`src/rtl/engine_csr_index_generator_pkg.sv`:
```
// Shared types for the CSR index generator: configuration, request and FSM state.
package engine_csr_index_generator_pkg;

  localparam int INDEX_W    = 32;
  localparam int ID_W       = 8;
  localparam int META_TAG_W = 16;

  typedef struct packed {
    logic [ID_W-1:0]       id_cu;
    logic [ID_W-1:0]       id_bundle;
    logic [ID_W-1:0]       id_lane;
    logic [ID_W-1:0]       id_engine;
    logic [ID_W-1:0]       id_module;
    logic [META_TAG_W-1:0] tag;
  } CSRIndexMeta;

  typedef struct packed {
    logic [INDEX_W-1:0] index_start;
    logic [INDEX_W-1:0] index_end;
    logic [INDEX_W-1:0] array_size;
    CSRIndexMeta        meta;
  } CSRIndexConfigurationPayload;

  typedef struct packed {
    logic                        valid;
    CSRIndexConfigurationPayload payload;
  } CSRIndexConfiguration;

  typedef struct packed {
    logic [INDEX_W-1:0] index;
    CSRIndexMeta        meta;
  } CSRIndexRequestPayload;

  typedef struct packed {
    logic                  valid;
    CSRIndexRequestPayload payload;
  } CSRIndexRequest;

  typedef enum logic [1:0] {
    IDLE = 2'd0,
    LOAD = 2'd1,
    BUSY = 2'd2,
    DONE = 2'd3
  } engine_csr_index_generator_state;

endpackage

```
`src/rtl/engine_csr_index_generator_counter.sv`:
```
// Loadable index register plus remaining down-counter; index wraps modulo 2^INDEX_WIDTH.
module engine_csr_index_counter #(
  parameter int INDEX_WIDTH = 32
) (
  input  logic                   ap_clk,
  input  logic                   areset,
  input  logic                   load,
  input  logic                   step,
  input  logic [INDEX_WIDTH-1:0] index_start,
  input  logic [INDEX_WIDTH-1:0] count,
  output logic [INDEX_WIDTH-1:0] index,
  output logic                   last,
  output logic                   zero
);

  logic [INDEX_WIDTH-1:0] index_q, index_d;
  logic [INDEX_WIDTH-1:0] remaining_q, remaining_d;

  always_comb begin
    index_d     = index_q;
    remaining_d = remaining_q;
    if (load) begin
      index_d     = index_start;
      remaining_d = count;
    end else if (step) begin
      index_d     = index_q + INDEX_WIDTH'(1);
      remaining_d = remaining_q - INDEX_WIDTH'(1);
    end
  end

  always_ff @(posedge ap_clk or posedge areset) begin
    if (areset) begin
      index_q     <= '0;
      remaining_q <= '0;
    end else begin
      index_q     <= index_d;
      remaining_q <= remaining_d;
    end
  end

  assign index = index_q;
  assign last  = (remaining_q == INDEX_WIDTH'(1));
  assign zero  = (remaining_q == '0);

endmodule

```
`src/rtl/engine_csr_index_generator.sv`:
```
// Expands one CSR index configuration into a stream of consecutive index requests.
// ENGINE_CSR_INDEX_GENERATOR_LAST_EN enables request_last_out; otherwise it is tied low.
module engine_csr_index_generator
  import engine_csr_index_generator_pkg::*;
#(
  parameter int ID_CU       = 0,
  parameter int ID_BUNDLE   = 0,
  parameter int ID_LANE     = 0,
  parameter int ID_ENGINE   = 0,
  parameter int ID_MODULE   = 0,
  parameter int INDEX_WIDTH = 32
) (
  input  logic                 ap_clk,
  input  logic                 areset,
  input  CSRIndexConfiguration configure_engine_in,
  output logic                 configure_engine_ready,
  output CSRIndexRequest       request_out,
  input  logic                 request_ready_in,
  input  logic                 pause_in,
  output logic                 request_last_out,
  output logic                 done_out,
  output logic                 busy_out
);

  engine_csr_index_generator_state state_q, state_d;
  logic                  valid_q, valid_d;
  logic                  ready_q, ready_d;
  logic [META_TAG_W-1:0] tag_q, tag_d;

  logic                   cnt_load, cnt_step, cnt_last, cnt_zero;
  logic [INDEX_WIDTH-1:0] cnt_index;
  logic                   handshake;

  engine_csr_index_counter #(
    .INDEX_WIDTH(INDEX_WIDTH)
  ) u_counter (
    .ap_clk     (ap_clk),
    .areset     (areset),
    .load       (cnt_load),
    .step       (cnt_step),
    .index_start(configure_engine_in.payload.index_start),
    .count      (configure_engine_in.payload.array_size),
    .index      (cnt_index),
    .last       (cnt_last),
    .zero       (cnt_zero)
  );

  assign handshake = valid_q && request_ready_in;

  // The counter is loaded on acceptance so LOAD can decide on the zero flag.
  always_comb begin
    state_d  = state_q;
    valid_d  = valid_q;
    tag_d    = tag_q;
    cnt_load = 1'b0;
    cnt_step = 1'b0;
    case (state_q)
      IDLE: begin
        if (ready_q && configure_engine_in.valid) begin
          cnt_load = 1'b1;
          tag_d    = configure_engine_in.payload.meta.tag;
          state_d  = LOAD;
        end
      end
      LOAD: begin
        if (cnt_zero) begin
          state_d = DONE;
        end else begin
          state_d = BUSY;
          valid_d = !pause_in;
        end
      end
      BUSY: begin
        if (handshake) begin
          cnt_step = 1'b1;
          if (cnt_last) begin
            state_d = DONE;
            valid_d = 1'b0;
          end else begin
            valid_d = !pause_in;
          end
        end else if (!valid_q) begin
          valid_d = !pause_in;
        end
      end
      DONE: state_d = IDLE;
      default: begin
        state_d = IDLE;
        valid_d = 1'b0;
      end
    endcase
    ready_d = (state_d == IDLE);
  end

  always_ff @(posedge ap_clk or posedge areset) begin
    if (areset) begin
      state_q <= IDLE;
      valid_q <= 1'b0;
      ready_q <= 1'b0;
      tag_q   <= '0;
    end else begin
      state_q <= state_d;
      valid_q <= valid_d;
      ready_q <= ready_d;
      tag_q   <= tag_d;
    end
  end

  assign request_out.valid                   = valid_q;
  assign request_out.payload.index           = cnt_index;
  assign request_out.payload.meta.id_cu      = ID_W'(ID_CU);
  assign request_out.payload.meta.id_bundle  = ID_W'(ID_BUNDLE);
  assign request_out.payload.meta.id_lane    = ID_W'(ID_LANE);
  assign request_out.payload.meta.id_engine  = ID_W'(ID_ENGINE);
  assign request_out.payload.meta.id_module  = ID_W'(ID_MODULE);
  assign request_out.payload.meta.tag        = tag_q;

  assign configure_engine_ready = ready_q;
  assign done_out               = (state_q == DONE);
  assign busy_out               = (state_q != IDLE);

`ifdef ENGINE_CSR_INDEX_GENERATOR_LAST_EN
  assign request_last_out = valid_q && cnt_last;
`else
  assign request_last_out = 1'b0;
`endif

  // Termination is count-based, so index_end and upstream placement IDs are not consumed.
  logic unused_cfg;
  assign unused_cfg = ^{configure_engine_in.payload.index_end,
                        configure_engine_in.payload.meta.id_cu,
                        configure_engine_in.payload.meta.id_bundle,
                        configure_engine_in.payload.meta.id_lane,
                        configure_engine_in.payload.meta.id_engine,
                        configure_engine_in.payload.meta.id_module};

endmodule

```
`config.mk`:
```
export PLATFORM = sky130hd
export DESIGN_NAME = engine_csr_index_generator
export DESIGN_NICKNAME = d
export VERILOG_FILES = /design/src/rtl/engine_csr_index_generator_pkg.sv /design/src/rtl/engine_csr_index_generator_counter.sv /design/src/rtl/engine_csr_index_generator.sv
export SDC_FILE = /design/constraint.sdc
export NUM_CORES = 1
export LEC_CHECK = 0
export CAP_MARGIN = 10
export CORE_UTILIZATION = 40
export DETAILED_ROUTE_END_ITERATION = 10
export PLACE_DENSITY_LB_ADDON = 0.15
export SYNTH_ARGS = -nofsm -noshare
export SYNTH_HDL_FRONTEND = slang
export SYNTH_SLANG_ARGS = --single-unit
export TNS_END_PERCENT = 30
```
`constraint.sdc`:
```
create_clock -name ap_clk -period 3.69 [get_ports ap_clk]
set_input_delay 0.738 -clock ap_clk [delete_from_list [all_inputs] [get_ports ap_clk]]
set_output_delay 0.738 -clock ap_clk [all_outputs]
set_load 0.05 [all_outputs]
```
Word level (Yosys, flattened, before mapping) --
Index checks and enable logic that the tools add are counted.
Cells by class: add/sub/neg operators 2, equality and inequality tests 5, muxes and demuxes 18, reduce and logical (&&, ||, !) cells 11
Operators by type and width (count):
- 32-bit 2-to-1 mux | 4
- 32-bit by 1-bit adder with 32-bit output (second input constant) | 1
- 32-bit by 1-bit equality test with 1-bit output (second input constant) | 1
- 32-bit logical NOT | 1
- 32-bit by 1-bit subtractor with 32-bit output (second input constant) | 1
- 1-bit 2-to-1 mux | 9
- 2-bit one-hot mux with 4 select lines | 1
- 2-bit 2-to-1 mux | 3
- 2-bit nonzero test | 3
- 2-bit equality test (second input constant) | 2
- 2-bit logical NOT | 2
- 2-bit AND reduction | 2
- 2-bit by 1-bit equality test with 1-bit output (second input constant) | 1
- 1-bit logical AND | 2
- 2-bit != test (second input constant) | 1
- 1-bit one-hot mux with 2 select lines | 1
- 1-bit logical NOT | 1
Word-level totals: bits in registers 84, bits of input ports 157, output and inout bits 93, word-level logic and storage cells 42

Logic depth before layout (Yosys ltp) --
depth after elaboration 5, depth in mapped cells 9

Cells and area by module --
Synthesis repeated with hierarchy kept, for this count alone.
Second synthesis, totals: cell total of the unflattened synthesis 530, area total of the unflattened synthesis 4984.8 um2
Modules (own cells, without submodules):
- engine_csr_index_counter | times used 1, cells an instance 425, area each 3756.1 um2
- engine_csr_index_generator | times used 1, cells an instance 105, area each 1228.7 um2

Least setup slack after synthesis --
OpenSTA, ideal clock, no wires.
path kind reg2reg, start reg state_q[0], end reg u_counter.index_q[31], in the netlist u_counter.index[31], setup time 0.082 ns, data arrival time 2.194 ns, required time 3.608 ns, setup slack 1.414 ns, cell stages (with the launch flop) 9, period minus slack after synthesis 2.276 ns, path through dfrtp_1 -> inv_1 -> ha_1 -> clkbuf_1 -> nand3_1 -> nor3_1 -> nand4_1 -> or4_1 -> a31oi_1
On the way: longest elaborated chain between the ends 3, elaborated cells on any way between the ends 6
Ends and longest elaborated chain:
- start, declared | line engine_csr_index_generator.sv:25 | engine_csr_index_generator_state state_q, state_d;
- start signal, assigned | line engine_csr_index_generator.sv:102 | state_q <= state_d;
- 2-bit equality test / 2-bit logical NOT (equally long branches) | line engine_csr_index_generator.sv:57 | case (state_q)
- 1-bit 2-to-1 mux | line engine_csr_index_generator.sv:57
- 2-bit nonzero test (no source line) / 32-bit 2-to-1 mux (equally long branches)
- end signal, assigned | line engine_csr_index_generator_counter.sv:36 | index_q <= index_d;
- end, declared | line engine_csr_index_generator_counter.sv:16 | logic [INDEX_WIDTH-1:0] index_q, index_d;
Parallel ways exist; a longest one is shown, timed or not. A chain may end at the register's enable or synchronous reset.

Worst setup path after layout --
start reg state_q[0], end out busy_out
On the way: longest elaborated chain between the ends 1
Ends and longest elaborated chain:
- 2-bit nonzero test | line engine_csr_index_generator.sv:120 | assign busy_out = (state_q != IDLE);
- end, declared | line engine_csr_index_generator.sv:22 | output logic busy_out
No other way between the ends.

==> results.py <==
metrics = {
    "route": {
        "initialDrtViolationCount": 171,
        "route.final.wire_length_mm": 11.86,
        "postRouteAntennaNets": 0,
        "post_drt_via_cell_ratio": 4.974,
        "first_pass_iters": 8,
        "wire_length_per_cell_um": 14.41,
        "num_vias": 4094,
        "drc": 12,
    },
    "clocking": {
        "number_of_cells_upsized_or_downsized_after_cts": 0,
        "clock_tree_from_tritoncts": "yes",
        "clk_latency_ns": 0.34,
        "worst_setup_hold_path_clk_slew_ns": 0.06,
        "cell_chosen_for_the_clock_root": "sky130_fd_sc_hd__clkbuf_16",
        "h-tree-depth": 3,
        "cts_post_setup_buffers_inserted": 0,
        "cts_num_sinks": 84,
        "cts.hold.buffers_added": 0,
        "ctsLongestPathBuffers": 2,
        "cts-buffers-inserted": 9,
    },
    "flow_run": {
        "cap_viol_max_count": 0,
    },
    "hold_path": {
        "hold_class": "register to register",
        "hold_path_startpoint": "tag_q[15]",
        "min_delay_worst_endpoint": "tag_q[15]",
        "timing.hold.worst_path_depth": 2,
    },
    "power": {
        "powerDensity_nw_per_um2": 839.1,
        "totalPowerFinal_mw": 5.411,
        "static-leakage-power_nw": 2.576,
        "power.share.combinational_pct": 49.3,
        "total_switching_power_mw": 2.551,
        "seq_pwr_share_pct": 34.0,
        "p_int_mw": 2.860,
        "sw_share_pct": 47.15,
        "share_clk_of_total_power_pct": 16.6,
        "vdd_drop_max_v": 0.0006306,
    },
    "outcome": {
        "violations": "DRC",
        "status": "finished with violations",
    },
    "place": {
        "dpl.cell_count": 808,
        "place.detailed.hpwl_mm": 8.305,
        "routabilityCongestion": 0.8256,
        "io_buffers": 136,
        "pre_cts_slack_ns": 0.7657,
    },
    "timing": {
        "fin_crit_sh_pct": 74.33,
        "timing.final.crit_period_ns": 2.743,
        "fin_skew_ns": 0.008047,
        "grt_setup_unrepaired": "no",
        "worst-slew-pin-transition_ns": 0.7899,
        "maxClockFrequency_mhz": 364.6,
        "postLayoutSetupSlackWorst_ns": 0.9472,
        "final-max-slew-violation-count": 0,
        "setup-tns-final_ns": 0,
        "setup_violations": 0,
        "timing.final.hold_violations": 0,
        "max-slew-margin-rel_pct": 46.86,
    },
    "yosys": {
        "synthTopCellsByArea": "sky130_fd_sc_hd__dfrtp_1 44%, sky130_fd_sc_hd__nand2_1 9.8%, sky130_fd_sc_hd__buf_4 6.6%, sky130_fd_sc_hd__xnor2_1 6.0%, sky130_fd_sc_hd__o21ai_0 5.4%",
        "synth_top_family_by_area": "simple AND/OR/NAND/NOR gates",
        "ys.warnings.count": 0,
        "postSynthRegisterBits": 84,
        "share_of_the_synthesized_area_in_the_top_cell_type_pct": 43.69,
        "synth.yosys.seq_area_share_pct": 43.69,
        "compound_gate_fraction_of_synth_area_pct": 8.557,
        "ys_dominant_reg_cell": "sky130_fd_sc_hd__dfrtp_1",
        "avgSynthCellArea_sq_um": 8.763,
        "netlist_area_sq_um": 4811,
        "yosys.area_share.xor_xnor_pct": 10.56,
        "synthDistinctLibCells": 42,
        "post_synth_mux_area_share_pct": 0.2081,
        "synth-simple-area-share_pct": 25.51,
        "synth-edff-count": 0,
        "synth_adder_area_share_pct": 2.081,
        "netlist.top_cell.by_area": "sky130_fd_sc_hd__dfrtp_1",
        "synthArstFlopShare_pct": 100.0,
        "post_synth_inst_count": 549,
    },
    "finish": {
        "drive_above_1_share_pct": 4.118,
        "seq_area_sq_um": 2102,
        "combined_area_of_the_multi_input_logic_cells_sq_um": 2416,
        "final_core_util_pct": 55.76,
        "areaGrowthSynthToFinish_pct": 34.04,
        "finish.net_count": 841,
        "final_cell_count_no_fill": 823,
        "insertedDiodeCount": 0,
        "final.fill_count": 1054,
    },
    "global_route": {
        "grt_max_degree": 61,
        "antenna_violations_before_repair": 0,
        "first_global_vias": 3892,
        "grt_first_pass_wirelength_mm": 19.38,
        "grt-ovfl-total": 0,
        "track_usage_pct": 19.66,
    },
    "floorplanning": {
        "io_pins": 250,
        "dieArea_sq_um": 12470,
        "dieHeight_um": 111.7,
        "std_cell_rows": 39,
        "core_area_sq_um": 11560,
        "floorplan.die.width_um": 111.7,
        "initial_utilization_pct": 41.60,
    },
    "setup_path": {
        "critical_path_arrival_ns": 2.00,
        "ff2ff_setup_slack_ns": 1.15,
        "worstReg2RegEnd": "u_counter.index[27]",
        "worst_r2r_startpoint": "state_q[0]",
        "reg2reg_depth": 7,
        "worst-endpoint-required_ns": 2.95,
        "worst_setup_path_end_kind": "output port",
        "criticalPathCategory": "register to output port",
        "worst-path-max-fanout": 6,
        "critical_path.startpoint_type": "register",
    },
}
sequential cells by signal, indices dropped and copies added, names as in the netlist:
signal                  flops
configure_engine_ready      1
state_q                     2
tag_q                      16
u_counter.index            32
u_counter.remaining_q      32
valid_q                     1
stage by stage:
step           hold slack, ns  area (sq um)
6_report               0.4703          6449
5_1_grt                0.5079          6449
4_1_cts                0.4760          6449
3_5_place_dp           0.4616          6163
3_3_place_gp           0.4595          6163
2_1_floorplan          0.5378          4961
routing by layer:
| layer | track usage (%) | vias up | part of all wire, % | routed length [um] |
|---|---|---|---|---|
| met4 | 4.595 | 0 | 0.69 | 82 |
| li1 | - | 2047 | - | - |
| met1 | 26.69 | 1919 | 48 | 5640 |
| met5 | 0 | - | 0 | 0 |
| met3 | 6.097 | 4 | 6.1 | 724 |
| met2 | 30.64 | 124 | 46 | 5414 |
kinds of logic after synthesis:
family | count (synthesis)
DFF | 84
xor gates and xnor gates | 58
AOI/OAI and AO/OA | 76
buffers and inverters | 75
adders and majority gates | 8
muxes | 1
other | 1
and+or+nand+nor | 246
layout by cell type, fill, tap and decap left out, types with 3 or more instances in the layout:
master                            instances
sky130_fd_sc_hd__a21oi_1                  6
sky130_fd_sc_hd__clkbuf_16                9
sky130_fd_sc_hd__or3_1                    5
sky130_fd_sc_hd__dfrtp_1                 84
sky130_fd_sc_hd__xnor2_1                 33
sky130_fd_sc_hd__conb_1                  41
sky130_fd_sc_hd__or4_1                    7
sky130_fd_sc_hd__a31oi_1                  4
sky130_fd_sc_hd__ha_1                     8
sky130_fd_sc_hd__clkdlybuf4s50_1        136
sky130_fd_sc_hd__nand4_1                 18
sky130_fd_sc_hd__nor4_2                   3
sky130_fd_sc_hd__and4_1                   6
sky130_fd_sc_hd__nor2_1                  22
sky130_fd_sc_hd__o21ai_0                 52
sky130_fd_sc_hd__xor2_1                  25
sky130_fd_sc_hd__and3_1                   6
sky130_fd_sc_hd__nand2_1                126
sky130_fd_sc_hd__o21ai_1                  6
sky130_fd_sc_hd__inv_1                    8
sky130_fd_sc_hd__nor3_1                  17
sky130_fd_sc_hd__nand3_1                 12
sky130_fd_sc_hd__clkbuf_1                 3
sky130_fd_sc_hd__buf_4                    4
sky130_fd_sc_hd__nor4_1                  12
how the worst max path moves through the flow:
| stage | from | endpoint | slack, ns | cells past startpoint |
|---|---|---|---|---|
| 6_report | state_q[0] | busy_out | 0.95 | 4 |
| 2_1_floorplan | areset | configure_engine_ready | 0.79 | 1 |
| 3_5_place_dp | request_ready_in | u_counter.index[27] | 0.77 | 6 |
| 4_1_cts | state_q[0] | busy_out | 0.94 | 4 |
| 5_1_grt | state_q[0] | busy_out | 0.88 | 4 |
| 3_3_place_gp | request_ready_in | u_counter.index[27] | 0.81 | 6 |
power groups by stage:
| stage | Clock (mW) | Sequential, mW | Combinational (mW) |
|---|---|---|---|
| final | 0.901 | 1.84 | 2.67 |
| after CTS | 0.924 | 1.84 | 2.69 |
| after global placement | 0 | 1.82 | 2.64 |
| after detailed placement | 0 | 1.83 | 2.67 |
| after floorplan | 0 | 2.57 | 1.07 |
| after global routing | 0.958 | 1.91 | 2.86 |
area by class of cell:
type | instances | share of cell area (%)
Multi-Input combinational cell | 430 | 37.47
Sequential cell | 84 | 32.60
Timing Repair Buffer | 142 | 22.20
Clock buffer | 13 | 3.880
Tap cell | 143 | 2.775
Clock inverter | 2 | 0.5433
Inverter | 9 | 0.5433
synth_stat cells (8+ instances only):
cell                       instances
sky130_fd_sc_hd__dfrtp_1          84
sky130_fd_sc_hd__ha_1              8
sky130_fd_sc_hd__o21ai_0          52
sky130_fd_sc_hd__xnor2_1          33
sky130_fd_sc_hd__nor2_1           22
sky130_fd_sc_hd__inv_1             9
sky130_fd_sc_hd__nand2_1         126
sky130_fd_sc_hd__buf_4            42
sky130_fd_sc_hd__nand3_1          12
sky130_fd_sc_hd__nor3_1           17
sky130_fd_sc_hd__clkbuf_1         22
sky130_fd_sc_hd__xor2_1           25
sky130_fd_sc_hd__nor4_1           12
sky130_fd_sc_hd__nand4_1          18
worst max-delay path, stage by stage, from the launching register on:
cell	delay [ns]
sky130_fd_sc_hd__dfrtp_1	0.44
sky130_fd_sc_hd__inv_1	0.12
sky130_fd_sc_hd__ha_1	0.25
sky130_fd_sc_hd__inv_1	0.07
sky130_fd_sc_hd__clkdlybuf4s50_1	0.79
Note: power is estimated with default switching activity, not from simulation.
